$ cat src/rtl/dmem_pkg.sv
// Shared definitions for the data-memory responder: FSM states, bus widths
// and the byte-lane merge used for partial stores.
package dmem_pkg;

  localparam int unsigned WORD_W = 32;
  localparam int unsigned STRB_W = 4;

  typedef enum logic [1:0] {
    IDLE = 2'd0,
    WAIT = 2'd1,
    RESP = 2'd2
  } state_t;

  // Replace each byte lane of old_word whose strobe bit is set with the
  // corresponding lane of wdata.
  function automatic logic [WORD_W-1:0] merge_bytes(
    input logic [WORD_W-1:0] old_word,
    input logic [WORD_W-1:0] wdata,
    input logic [STRB_W-1:0] wstrb
  );
    logic [WORD_W-1:0] merged;
    merged = old_word;
    for (int unsigned i = 0; i < STRB_W; i++) begin
      if (wstrb[i]) merged[8*i +: 8] = wdata[8*i +: 8];
    end
    return merged;
  endfunction

endpackage

$ cat src/rtl/dmem_array.sv
// DEPTH x 32-bit word storage with asynchronous clear, per-byte write
// enables and an asynchronous read port.
module dmem_array
  import dmem_pkg::*;
#(
  parameter int unsigned DEPTH = 64,
  localparam int unsigned IDX_W = $clog2(DEPTH)
) (
  input  logic              clk,
  input  logic              reset,
  input  logic [STRB_W-1:0] wr_be,
  input  logic [IDX_W-1:0]  wr_idx,
  input  logic [WORD_W-1:0] wr_data,
  input  logic [IDX_W-1:0]  rd_idx,
  output logic [WORD_W-1:0] rd_data
);

  logic [WORD_W-1:0] mem [DEPTH];

  // Clear every word on reset; otherwise merge enabled byte lanes into the word.
  always_ff @(posedge clk or negedge reset) begin
    if (!reset) begin
      for (int unsigned i = 0; i < DEPTH; i++) mem[i] <= '0;
    end else if (|wr_be) begin
      mem[wr_idx] <= merge_bytes(mem[wr_idx], wr_data, wr_be);
    end
  end

  assign rd_data = mem[rd_idx];

endmodule

$ cat src/rtl/dmem_responder.sv
// Data-memory responder: accepts one load/store at a time, executes it on an
// internal word array and responds a fixed LATENCY cycles after acceptance.
module dmem_responder
  import dmem_pkg::*;
#(
  parameter int unsigned DEPTH   = 64,
  parameter int unsigned LATENCY = 2
) (
  input  logic              clk,
  input  logic              reset,
  input  logic              req_valid,
  output logic              req_ready,
  input  logic              req_write,
  input  logic [WORD_W-1:0] req_addr,
  input  logic [WORD_W-1:0] req_wdata,
  input  logic [STRB_W-1:0] req_wstrb,
  output logic              rsp_valid,
  input  logic              rsp_ready,
  output logic [WORD_W-1:0] rsp_rdata,
  output logic              rsp_err
);

  localparam int unsigned IDX_W = $clog2(DEPTH);
  localparam int unsigned CNT_W = $clog2(LATENCY + 1);
  localparam logic [CNT_W-1:0] CNT_INIT = CNT_W'((LATENCY >= 2) ? (LATENCY - 2) : 0);

  state_t            state, state_nxt;
  logic [CNT_W-1:0]  cnt;
  logic              cap_write;
  logic [WORD_W-1:0] cap_addr;
  logic [WORD_W-1:0] cap_wdata;
  logic [STRB_W-1:0] cap_wstrb;

  logic              accept;
  logic              enter_resp;
  logic              exec_write;
  logic [WORD_W-1:0] exec_addr;
  logic [WORD_W-1:0] exec_wdata;
  logic [STRB_W-1:0] exec_wstrb;
  logic              exec_err;
  logic [STRB_W-1:0] wr_be;
  logic [WORD_W-1:0] rd_data;

  assign req_ready = (state == IDLE);
  assign rsp_valid = (state == RESP);
  assign accept    = (state == IDLE) && req_valid;

  // With LATENCY==1 the access executes on the accept edge itself, before the
  // capture registers are loaded, so the live request fields are used then.
  assign exec_write = (state == IDLE) ? req_write : cap_write;
  assign exec_addr  = (state == IDLE) ? req_addr  : cap_addr;
  assign exec_wdata = (state == IDLE) ? req_wdata : cap_wdata;
  assign exec_wstrb = (state == IDLE) ? req_wstrb : cap_wstrb;

  assign exec_err   = (exec_addr[1:0] != 2'b00) ||
                      ({1'b0, exec_addr[WORD_W-1:2]} >= 31'(DEPTH));
  assign enter_resp = (state_nxt == RESP) && (state != RESP);
  assign wr_be      = (enter_resp && exec_write && !exec_err) ? exec_wstrb : '0;

  dmem_array #(.DEPTH(DEPTH)) u_array (
    .clk     (clk),
    .reset   (reset),
    .wr_be   (wr_be),
    .wr_idx  (exec_addr[2 +: IDX_W]),
    .wr_data (exec_wdata),
    .rd_idx  (exec_addr[2 +: IDX_W]),
    .rd_data (rd_data)
  );

  // State register.
  always_ff @(posedge clk or negedge reset) begin
    if (!reset) state <= IDLE;
    else        state <= state_nxt;
  end

  // Next-state decode.
  always_comb begin
    state_nxt = state;
    case (state)
      IDLE: if (req_valid) state_nxt = (LATENCY == 1) ? RESP : WAIT;
      WAIT: if (cnt == '0) state_nxt = RESP;
      RESP: if (rsp_ready) state_nxt = IDLE;
      default: state_nxt = IDLE;
    endcase
  end

  // Request capture and latency countdown.
  always_ff @(posedge clk or negedge reset) begin
    if (!reset) begin
      cnt       <= '0;
      cap_write <= 1'b0;
      cap_addr  <= '0;
      cap_wdata <= '0;
      cap_wstrb <= '0;
    end else if (accept) begin
      cnt       <= CNT_INIT;
      cap_write <= req_write;
      cap_addr  <= req_addr;
      cap_wdata <= req_wdata;
      cap_wstrb <= req_wstrb;
    end else if ((state == WAIT) && (cnt != '0)) begin
      cnt <= cnt - CNT_W'(1);
    end
  end

  // Response registers: loaded on entry to RESP, cleared on handshake.
  always_ff @(posedge clk or negedge reset) begin
    if (!reset) begin
      rsp_rdata <= '0;
      rsp_err   <= 1'b0;
    end else if (enter_resp) begin
      rsp_rdata <= (!exec_write && !exec_err) ? rd_data : '0;
      rsp_err   <= exec_err;
    end else if ((state == RESP) && rsp_ready) begin
      rsp_rdata <= '0;
      rsp_err   <= 1'b0;
    end
  end

endmodule

$ cat config.mk
export PLATFORM = sky130hd
export DESIGN_NAME = dmem_responder
export DESIGN_NICKNAME = d
export VERILOG_FILES = /design/src/rtl/dmem_pkg.sv /design/src/rtl/dmem_array.sv /design/src/rtl/dmem_responder.sv
export SDC_FILE = /design/constraint.sdc
export NUM_CORES = 2
export LEC_CHECK = 0
export ABC_AREA = 0
export CAP_MARGIN = 15
export CORE_AREA = 3 3 510 310
export CTS_BUF_LIST = sky130_fd_sc_hd__clkbuf_16
export DETAILED_ROUTE_END_ITERATION = 16
export DIE_AREA = 0 0 513 313
export DONT_BUFFER_PORTS = 1
export PLACE_DENSITY = 0.8
export REMOVE_ABC_BUFFERS = 1
export SLEW_MARGIN = 20
export SYNTH_ARGS = -nofsm -noshare
export SYNTH_HDL_FRONTEND = slang
export SYNTH_SLANG_ARGS = --single-unit
$ cat constraint.sdc
create_clock -name clk -period 3.5 [get_ports clk]
set_input_delay 1.05 -clock clk [delete_from_list [all_inputs] [get_ports clk]]
set_output_delay 1.05 -clock clk [all_outputs]
set_load 0.01 [all_outputs]
==> results.yml <==
run_status:
  status: "finished, violations left"
  violations: "hold timing, setup timing"
worst_setup_path:
  r2r-end: "u_array.mem[1971]"
  ff2ff_path_depth: 16
  rr_startpoint: "state[1]"
  timing_worst_setup_path_type: "reg2reg"
  startpoint_type: "register"
  crit_fanout: 40
  arrival_ns: 4.70
  ff2ff_setup_slack_ns: -0.49
  required_ns: 4.21
  critPathCaptureType: "register"
global_routing:
  grt_max_degree: 241
  grt.busiest_layer: "met1"
  met3_usage_pct: 18.66
  grt_use_total_pct: 40.94
  met2_usage_pct: 56.13
  grt_util_met1_pct: 56.24
  antenna_found_initial: 17
  gr-total-overflow: 0
  grt_first_pass_wirelength_um: 493800
  grt_pass1_vias: 75050
synthesis:
  synth_seq_cells: 2154
  synth_top_area_cell: "dfrtp_1"
  yosys-top-cells-count: "dfrtp_1, mux2_2, a221oi_1, nand2_1, clkbuf_1"
  yosysMostFrequentCell: "dfrtp_1"
  synth_top_area_share_pct: 54.96
  async_flop_share_pct: 100.0
  synthCells: 7422
  ys_warn_count: 0
  synth_enable_flop_cells: 0
  synth.distinct_cells: 92
  post_synth_main_area_contributors: "dfrtp_1, mux2_2, a221oi_1"
  ys_seq_area_share_pct: 54.96
  syn_area_um2: 98070
  ys.flop_type: "dfrtp_1"
  syn_area_per_cell_um2: 13.21
place:
  io_buffer_count: 0
  dp_cells: 9576
  dp_slack_ns: -1.841
  hpwl_um: 215800
  gp_congestion: 1.005
sta:
  hold_violations: 157
  worstMarginPinSlew_ns: 0.9624
  period_share_pct: 114.0
  skew_ns: 0.04945
  fmax_ghz: 0.2507
  slew_violations: 0
  rsz0062_at_grt: "true"
  setup_slack_ns: -0.4895
  fin_tns_setup_ns: -689.23
  setup_viol: 2052
  finalCriticalPeriod_ns: 3.989
  slew-limit-headroom_pct: 35.84
  hold_ws_ns: -0.08365
cells_and_area:
  nets: 7891
  syn_to_final_growth_pct: 18.16
  finalNonFillerCells: 10010
  drive_gt1_share_pct: 42.50
floorplanning:
  core_um2: 152900
  die_h_um: 313
  rows: 111
  start_util_pct: 64.14
  die_w_um: 513
  num_io_pins: 108
  die_area_um2: 160600
cts:
  cts.clk_slew.worst_paths_ns: 0.07
  clkLatencyLatePin_ns: 0.86
  cts-htree-levels: 4
  ctsLongestPathBuffers: 3
  cts-root-buf: "clkbuf_16"
  cts.sinks: 2154
  cts_buffers: 186
  cts_tree: "done"
flow_run:
  maxCapViolCount: 0
drt:
  postRouteAntennaNets: 0
  wl_per_cell_um: 34.50
  dr.pass1.iters: 9
  dr_total_vias: 75930
  viasPerCell: 7.585
  wl_um: 345400
  drc: 0
  drt_first_iter_violations: 13140
power:
  p_per_area_nw_per_um2: 879.2
  ir_drop_mv: 1.307
  leakage_uw: 0.05447
hold_path:
  hold_path_class: "in2async"
-- power breakdown --
| part | switching (µW) | internal [µW] | total (µW) |
|---|---|---|---|
| combinational | 36400 | 19500 | 55800 |
| clock | 9700 | 10800 | 20500 |
| sequential | 297 | 25300 | 25600 |
| total | 46300 | 55500 | 102000 |
-- worst max path at each step --
stage          startpoint           endpoint  slack [ns]  cells past startpoint
3_5_place_dp        reset   u_array.mem[978]       -1.84                      5
4_1_cts          state[0]   u_array.mem[542]       -0.39                     17
2_1_floorplan    state[0]  u_array.mem[1007]      -27.95                      9
3_3_place_gp        reset   u_array.mem[850]       -1.57                      4
5_1_grt          state[0]  u_array.mem[1971]       -0.48                     16
6_report         state[1]  u_array.mem[1971]       -0.49                     16
-- critical path, cell delays in order, from the launching register on --
cell and delay (ns):
dfrtp_2 0.46, or2_4 0.30, inv_8 0.10, buf_4 0.12, o21ai_4 0.14, buf_6 0.17, buf_16 0.19, buf_4 0.20
a221oi_1 0.32, o22ai_1 0.17, a22o_2 0.36, nor4_4 0.35, buf_4 0.21, mux2i_4 0.07, buf_12 0.15, buf_12 0.16
mux2_1 0.32
-- layout by cell type (no fill, tap or decap), drive strengths merged, types with 6 or more instances in the layout --
cell type and n:
o22a 17, a2bb2oi 16, o32ai 16, nor3b 9, a31o 17, diode 9, nand2b 57, a21oi 20
nand2 466, nor2 80, a221oi 859, inv 77, o31ai 197, mux2 1868, or3b 6, clkbuf 212
nor3 13, o21a 6, a222oi 7, a31oi 7, buf 949, o211ai 35, or4b 12, nand4 21
o22ai 193, bufinv 11, a211oi 9, mux2i 78, a221o 6, nor4 48, dfrtp 2154, nand3 39
clkinv 83, and4 7, o21ai 114, a22oi 75, and2 8, a22o 116, or4 6
-- stage by stage --
stage	hold slack, ns	power (µW)	area [µm²]	utilization [%]
2_1_floorplan	0.4444	42870	94310	-
3_3_place_gp	0.4589	72020	107500	70.33
3_5_place_dp	0.4659	73000	107600	70.35
4_1_cts	-0.1221	94550	114100	74.61
5_1_grt	-0.1052	103400	115900	75.78
6_report	-0.08365	101900	115900	75.79
-- kinds of logic (layout without fill, tap and decap cells) --
family / count (synthesis) / after routing / share of synthesized area (%)
flops: 2154 / 2154 / 54.96
mux: 1947 / 1947 / 22.46
buf+inv: 795 / 1340 / 3.951
simple gates: 792 / 792 / 4.478
compound gates: 1733 / 1733 / 14.13
fa+ha+maj: 1 / 1 / 0.01276
other cells: 0 / 9 / 0
-- sequential cells by signal (all words and copies together), names as in the netlist --
signal	count
rsp_rdata	32
u_array.mem	2048
cap_write	1
cap_wstrb	4
rsp_err	1
cap_addr	32
cnt	2
cap_wdata	32
state	2
-- routing by layer --
metal / up-vias / share of wire [%] / wire length, µm
met5: - / 0.068 / 234
met4: 20 / 4.5 / 15550
met3: 1212 / 17 / 57290
met2: 6398 / 41 / 142000
met1: 38930 / 38 / 130300
li1: 29370 / - / -
-- repair_timing --
action | 4_1_cts | 5_1_grt
setup endpoints to repair | 2306 | 2267
gates cloned | 5 | 22
endpoints found under the hold margin | 157 | 157
buffers inserted | 14 | 43
gates resized for setup | 77 | 144
pin swaps | 15 | 39
-- layout make-up --
| class | instances | area (µm²) |
|---|---|---|
| Clock inverter | 145 | 950.9 |
| Multi-Input combinational cell | 4473 | 41900 |
| Inverter | 29 | 116.4 |
| Timing Repair Buffer | 973 | 11620 |
| Tap cell | 2034 | 2545 |
| Clock buffer | 193 | 4830 |
| Fill cell | 8610 | 37020 |
| Sequential cell | 2154 | 53900 |
| Antenna cell | 9 | 22.52 |
No activity file was read; power rests on OpenSTA's default activity.
